## config.mk

```make
export PLATFORM = sky130hd
export DESIGN_NAME = seq_detect_prog
export DESIGN_NICKNAME = d
export VERILOG_FILES = /design/src/rtl/seq_detect_prog.sv
export SDC_FILE = /design/constraint.sdc
export NUM_CORES = 1
export LEC_CHECK = 0
export ABC_AREA = 1
export BUFFER_PORTS_ARGS = -buffer_cell sky130_fd_sc_hd__buf_2
export CAP_MARGIN = 25
export CORE_ASPECT_RATIO = 1.2
export CORE_UTILIZATION = 56
export CTS_CLUSTER_DIAMETER = 30
export CTS_CLUSTER_SIZE = 10
export DETAILED_ROUTE_END_ITERATION = 16
export PLACE_DENSITY = 0.79
export SYNTH_ARGS = -nofsm -noshare
export SYNTH_HDL_FRONTEND = slang
export SYNTH_SLANG_ARGS = --single-unit
```

## constraint.sdc

```tcl
create_clock -name clk -period 2.1 [get_ports clk]
set_input_delay 0.105 -clock clk [delete_from_list [all_inputs] [get_ports clk]]
set_output_delay 0.105 -clock clk [all_outputs]
set_load 0.005 [all_outputs]
```

## src/rtl/seq_detect_prog.sv

```systemverilog
// seq_detect_prog: runtime-programmable serial bit-pattern detector.
// The active pattern, length and overlap mode are latched through a config
// strobe. The detector keeps a short history of qualified input bits and
// compares the newest 'len' bits (history plus the bit on xin this cycle)
// against the low 'len' bits of the active pattern. Matches are counted in a
// saturating counter. With the reset defaults it behaves like the legacy
// overlapping "101" detector.

module seq_detect_prog #(
  parameter int                 MAX_LEN     = 8,
  parameter int                 CNT_W       = 8,
  parameter bit                 REG_OUT     = 1'b0,
  parameter logic [MAX_LEN-1:0] RST_PATTERN = MAX_LEN'(3'b101),
  parameter int                 RST_LEN     = 3,
  parameter bit                 RST_OVERLAP = 1'b1,
  localparam int                LEN_W       = $clog2(MAX_LEN + 1)
) (
  input  logic               clk,
  input  logic               reset,
  input  logic               xin,
  input  logic               xin_valid,
  input  logic               cfg_load,
  input  logic [MAX_LEN-1:0] pattern_in,
  input  logic [LEN_W-1:0]   len_in,
  input  logic               overlap_in,
  input  logic               cnt_clr,
  output logic               y,
  output logic [CNT_W-1:0]   match_count
);

  // A reset length larger than the history would never match; clamp it the
  // same way a runtime length is clamped.
  localparam int               RST_LEN_C = (RST_LEN > MAX_LEN) ? MAX_LEN : RST_LEN;
  localparam logic [LEN_W-1:0] RST_LEN_V = LEN_W'(RST_LEN_C);
  localparam logic [LEN_W-1:0] MAX_LEN_V = LEN_W'(MAX_LEN);
  localparam logic [CNT_W-1:0] CNT_MAX   = '1;

  // Active configuration
  logic [MAX_LEN-1:0] act_pattern;
  logic [LEN_W-1:0]   act_len;
  logic               act_overlap;

  // Bit history. Only MAX_LEN-1 past bits are kept: together with the bit on
  // xin they form a full MAX_LEN-bit comparison window, and anything older
  // can never take part in a match.
  logic [MAX_LEN-2:0] hist;
  logic [LEN_W-1:0]   fill;

  logic [LEN_W-1:0]   len_clamped;
  logic [MAX_LEN-1:0] window;
  logic [MAX_LEN-1:0] len_mask;
  logic               fill_ok;
  logic               match;

  // Clamp an over-long programmed length to the history depth
  always_comb begin
    len_clamped = len_in;
    if (len_in > MAX_LEN_V) begin
      len_clamped = MAX_LEN_V;
    end
  end

  // Comparison window: newest bit (xin) in the LSB, older history above it
  always_comb begin
    window = {hist, xin};
  end

  // Mask selecting the low act_len bits of window and pattern
  always_comb begin
    len_mask = '0;
    for (int i = 0; i < MAX_LEN; i++) begin
      len_mask[i] = (i < int'(act_len));
    end
  end

  // A match needs len-1 valid history bits plus the current valid bit, a
  // non-zero length, and no config load in progress this cycle
  always_comb begin
    fill_ok = ({1'b0, fill} + (LEN_W + 1)'(1)) >= {1'b0, act_len};
    match   = xin_valid && !cfg_load && (act_len != '0) && fill_ok &&
              (((window ^ act_pattern) & len_mask) == '0);
  end

  // Active configuration registers, reloaded by the config strobe
  always_ff @(posedge clk or negedge reset) begin
    if (!reset) begin
      act_pattern <= RST_PATTERN;
      act_len     <= RST_LEN_V;
      act_overlap <= RST_OVERLAP;
    end else if (cfg_load) begin
      act_pattern <= pattern_in;
      act_len     <= len_clamped;
      act_overlap <= overlap_in;
    end
  end

  // Shift qualified bits into the history; a config load or a non-overlapping
  // match restarts the fill count so old bits cannot start the next match
  always_ff @(posedge clk or negedge reset) begin
    if (!reset) begin
      hist <= '0;
      fill <= '0;
    end else if (cfg_load) begin
      hist <= '0;
      fill <= '0;
    end else if (xin_valid) begin
      hist <= window[MAX_LEN-2:0];
      if (match && !act_overlap) begin
        fill <= '0;
      end else if (fill != MAX_LEN_V) begin
        fill <= fill + LEN_W'(1);
      end
    end
  end

  // Saturating match counter; a clear request beats a coincident match
  always_ff @(posedge clk or negedge reset) begin
    if (!reset) begin
      match_count <= '0;
    end else if (cnt_clr) begin
      match_count <= '0;
    end else if (match && (match_count != CNT_MAX)) begin
      match_count <= match_count + CNT_W'(1);
    end
  end

  // Output either the same-cycle match or a one-cycle-delayed copy of it
  if (REG_OUT) begin : g_reg_y
    logic y_q;

    // Registered match pulse; match is low during a config load, so the
    // register clears itself on the edge of a load
    always_ff @(posedge clk or negedge reset) begin
      if (!reset) begin
        y_q <= 1'b0;
      end else begin
        y_q <= match;
      end
    end

    assign y = y_q;
  end else begin : g_comb_y
    assign y = match;
  end

endmodule

```

==> results.cfg <==
[placement]
dpl_worst_slack_ns = 0.0180
io_buffers = 27
dpl_cell_area_um2 = 1990
dp_hpwl_um = 2650
place_congestion = 0.890

[synth]
synth_top_area_share = 0.370
syn_avg_cell_area_um2 = 7.94
ys_seq_area_frac = 0.442
ys_ff_latch = 32
synthTopCellsByArea = dfrtp_1 37%, nand2_1 14%, dfstp_2 7.2%, inv_1 6.0%, nand3_1 5.8%
syn_area_um2 = 1830
yosys_warnings = 0
async_reset_ff_frac = 1.00
yosys.area.top_type = dfrtp_1
synth_cells = 230
synth_nets = 256
yosysUniqueCellTypes = 28
synth_edf_count = 0
ys.flop_type = dfrtp_1

[grt]
grt_pass1_vias = 1564
antenna_found_initial = 0
grt_overflow = 0
grt_max_degree = 33
grt_usage = 0.270
grt_pass1_wl_um = 6720

[hold_path]
hold_class = in2reg
hold_depth = 4

[clock_network]
ctsRootBufferMaster = clkbuf_4
cts.clk_slew.worst_paths_ns = 0.10
clock_sinks = 32
cts_buffer_depth = 2
cts_made_buffers = 5
cts_tree = done
clk_latency_ns = 0.35
htree_levels = 2

[floorplan]
core_area_um2 = 3080
die-area_um2 = 3490
num_io_pins = 28
die_h_um = 64.5
die_x_um = 54.1
rows = 22
start_util = 0.592

[worst_setup_path]
reg2reg_depth = 16
worst_ep_arrival_time_ns = 2.06
cp_data_required_time_ns = 2.00
endpoint_kind = output port
cp_max_fo = 4
crit_type = reg2out
startpoint_type = flop

[pwr]
p_int_mw = 1.06
powerDensity_nw_per_um2 = 666
irDropWorstVdd_uv = 474
p_switching_uw = 462
p_sw_frac = 0.303
seq_power_share = 0.461
clkPwrFrac = 0.324
leakage_nw = 1.21
combPwrFrac = 0.215

[job]
max-cap-violations = 0

[sta]
slew_headroom = 0.548
setup_viol = 9
hold_viol = 0
fin_crit_sh = 1.03
fmax_ghz = 0.462
skew_ns = 0.0110
post-route-min-period_ns = 2.16
slew_violations = 0
fin_ws_ns = -0.0645
rsz0062_at_grt = true
worstMarginPinSlew_ns = 0.678

[drt]
routed_via_density = 5.19
first_pass_iters = 4
drc = 0
routed_wl_um = 4050
drt_iter0_drc = 38
ant_nets = 0
wl_per_cell_um = 12.9
vias = 1629

[run_status]
failed_checks = setup timing
status = finished, violations left

[finish]
layout.nets = 303
layout_common_cells = 66 x nand2_1, 29 x inv_1, 27 x dfrtp_1, 27 x buf_2, 19 x nand3_1
fin_area_um2 = 2290
drive_gt1_frac = 0.234
n_fill_cell = 240
final_common_cell = nand2_1
diodes = 0
synthToLayoutAreaGrowth_pct = 25.4
[layer usage]
layer	global-route usage	vias up	share of wire
li1	-	826	-
met1	0.305	758	0.44
met3	0.0869	10	0.042
met5	0	-	0
met4	0.122	0	0.020
met2	0.445	35	0.50
[critical path, stage by stage (launching register included)]
cell and delay, ns:
dfrtp_1 0.42, ha_2 0.22, xor2_2 0.15, ha_1 0.30, nand2_1 0.05, inv_1 0.04, nand3_1 0.05, nor2_1 0.08
nor2_1 0.06, nor2_2 0.10, nand2_2 0.07, inv_2 0.05, buf_2 0.11
[power by group through the flow]
stage | clock network, mW | logic (mW) | registers [mW]
3_5_place_dp | 0 | 0.268 | 0.712
4_1_cts | 0.498 | 0.308 | 0.700
5_1_grt | 0.532 | 0.380 | 0.709
3_3_place_gp | 0 | 0.260 | 0.711
6_report | 0.494 | 0.327 | 0.703
2_1_floorplan | 0 | 0.196 | 0.703
[final timing paths]
| check | start | to | slack (ns) |
|---|---|---|---|
| worst max-delay path | fill[0] | y | -0.06 |
| worst min register to register | act_pattern[0] | act_pattern[0] | 0.50 |
| min in group asynchronous | reset | act_pattern[1] | 0.31 |
| worst min-delay path | len_in[3] | act_len[1] | 0.02 |
| worst max register to register | fill[0] | match_count[7] | -0.04 |
| max in group asynchronous | reset | fill[0] | 1.35 |
[registers in the layout (all words and copies together) (netlist names)]
signal	cells
act_len	4
match_count	8
act_pattern	8
fill	4
hist	7
act_overlap	1
[Yosys cell counts (2+ instances only)]
library cell / count
nand2_1: 69
inv_1: 29
dfrtp_1: 27
nand3_1: 21
o21ai_0: 12
nor2_1: 10
nand3b_1: 9
xor2_1: 9
ha_1: 7
nand4_1: 6
o22ai_1: 6
dfstp_2: 5
clkbuf_1: 3
nand2_4: 2
nor2_2: 2
[layout make-up]
cell class | instances | area [µm²] | share of cell area
clock buffers | 5 | 37.5 | 0.0164
clock inverters | 3 | 46.3 | 0.0202
inverters | 33 | 138 | 0.0601
multi-input cells | 160 | 912 | 0.399
flip-flops and latches | 32 | 807 | 0.353
well taps | 36 | 45.0 | 0.0197
repair buffers | 45 | 303 | 0.132
[stage by stage]
step	total power, mW	hold WS [ns]	utilization	instances	TNS (ns)
6_report	1.52	0.0163	0.742	314	-0.243
4_1_cts	1.51	0.0176	0.731	313	-0.483
3_3_place_gp	0.971	0.191	0.647	290	0
2_1_floorplan	0.899	-0.191	-	230	0
3_5_place_dp	0.979	0.188	0.647	290	0
5_1_grt	1.62	0.0218	0.742	314	-2.32
[cell families after synthesis]
family / synth area share
AND/OR/NAND/NOR: 0.310
XOR/XNOR: 0.0480
flip-flops: 0.442
buffers and inverters: 0.0863
adder cells (fa/ha/maj): 0.0480
AO/OA/AOI/OAI: 0.0658
[repair_timing]
item / 4_1_cts / 5_1_grt
pin swaps: 4 / 4
hold buffers: 13 / 0
endpoints found under the setup margin: 5 / 13
endpoints found under the hold margin: 39 / 0
buffers inserted: 2 / 1
gates resized for setup: 4 / 7
Power figures use the tool's default switching activity.
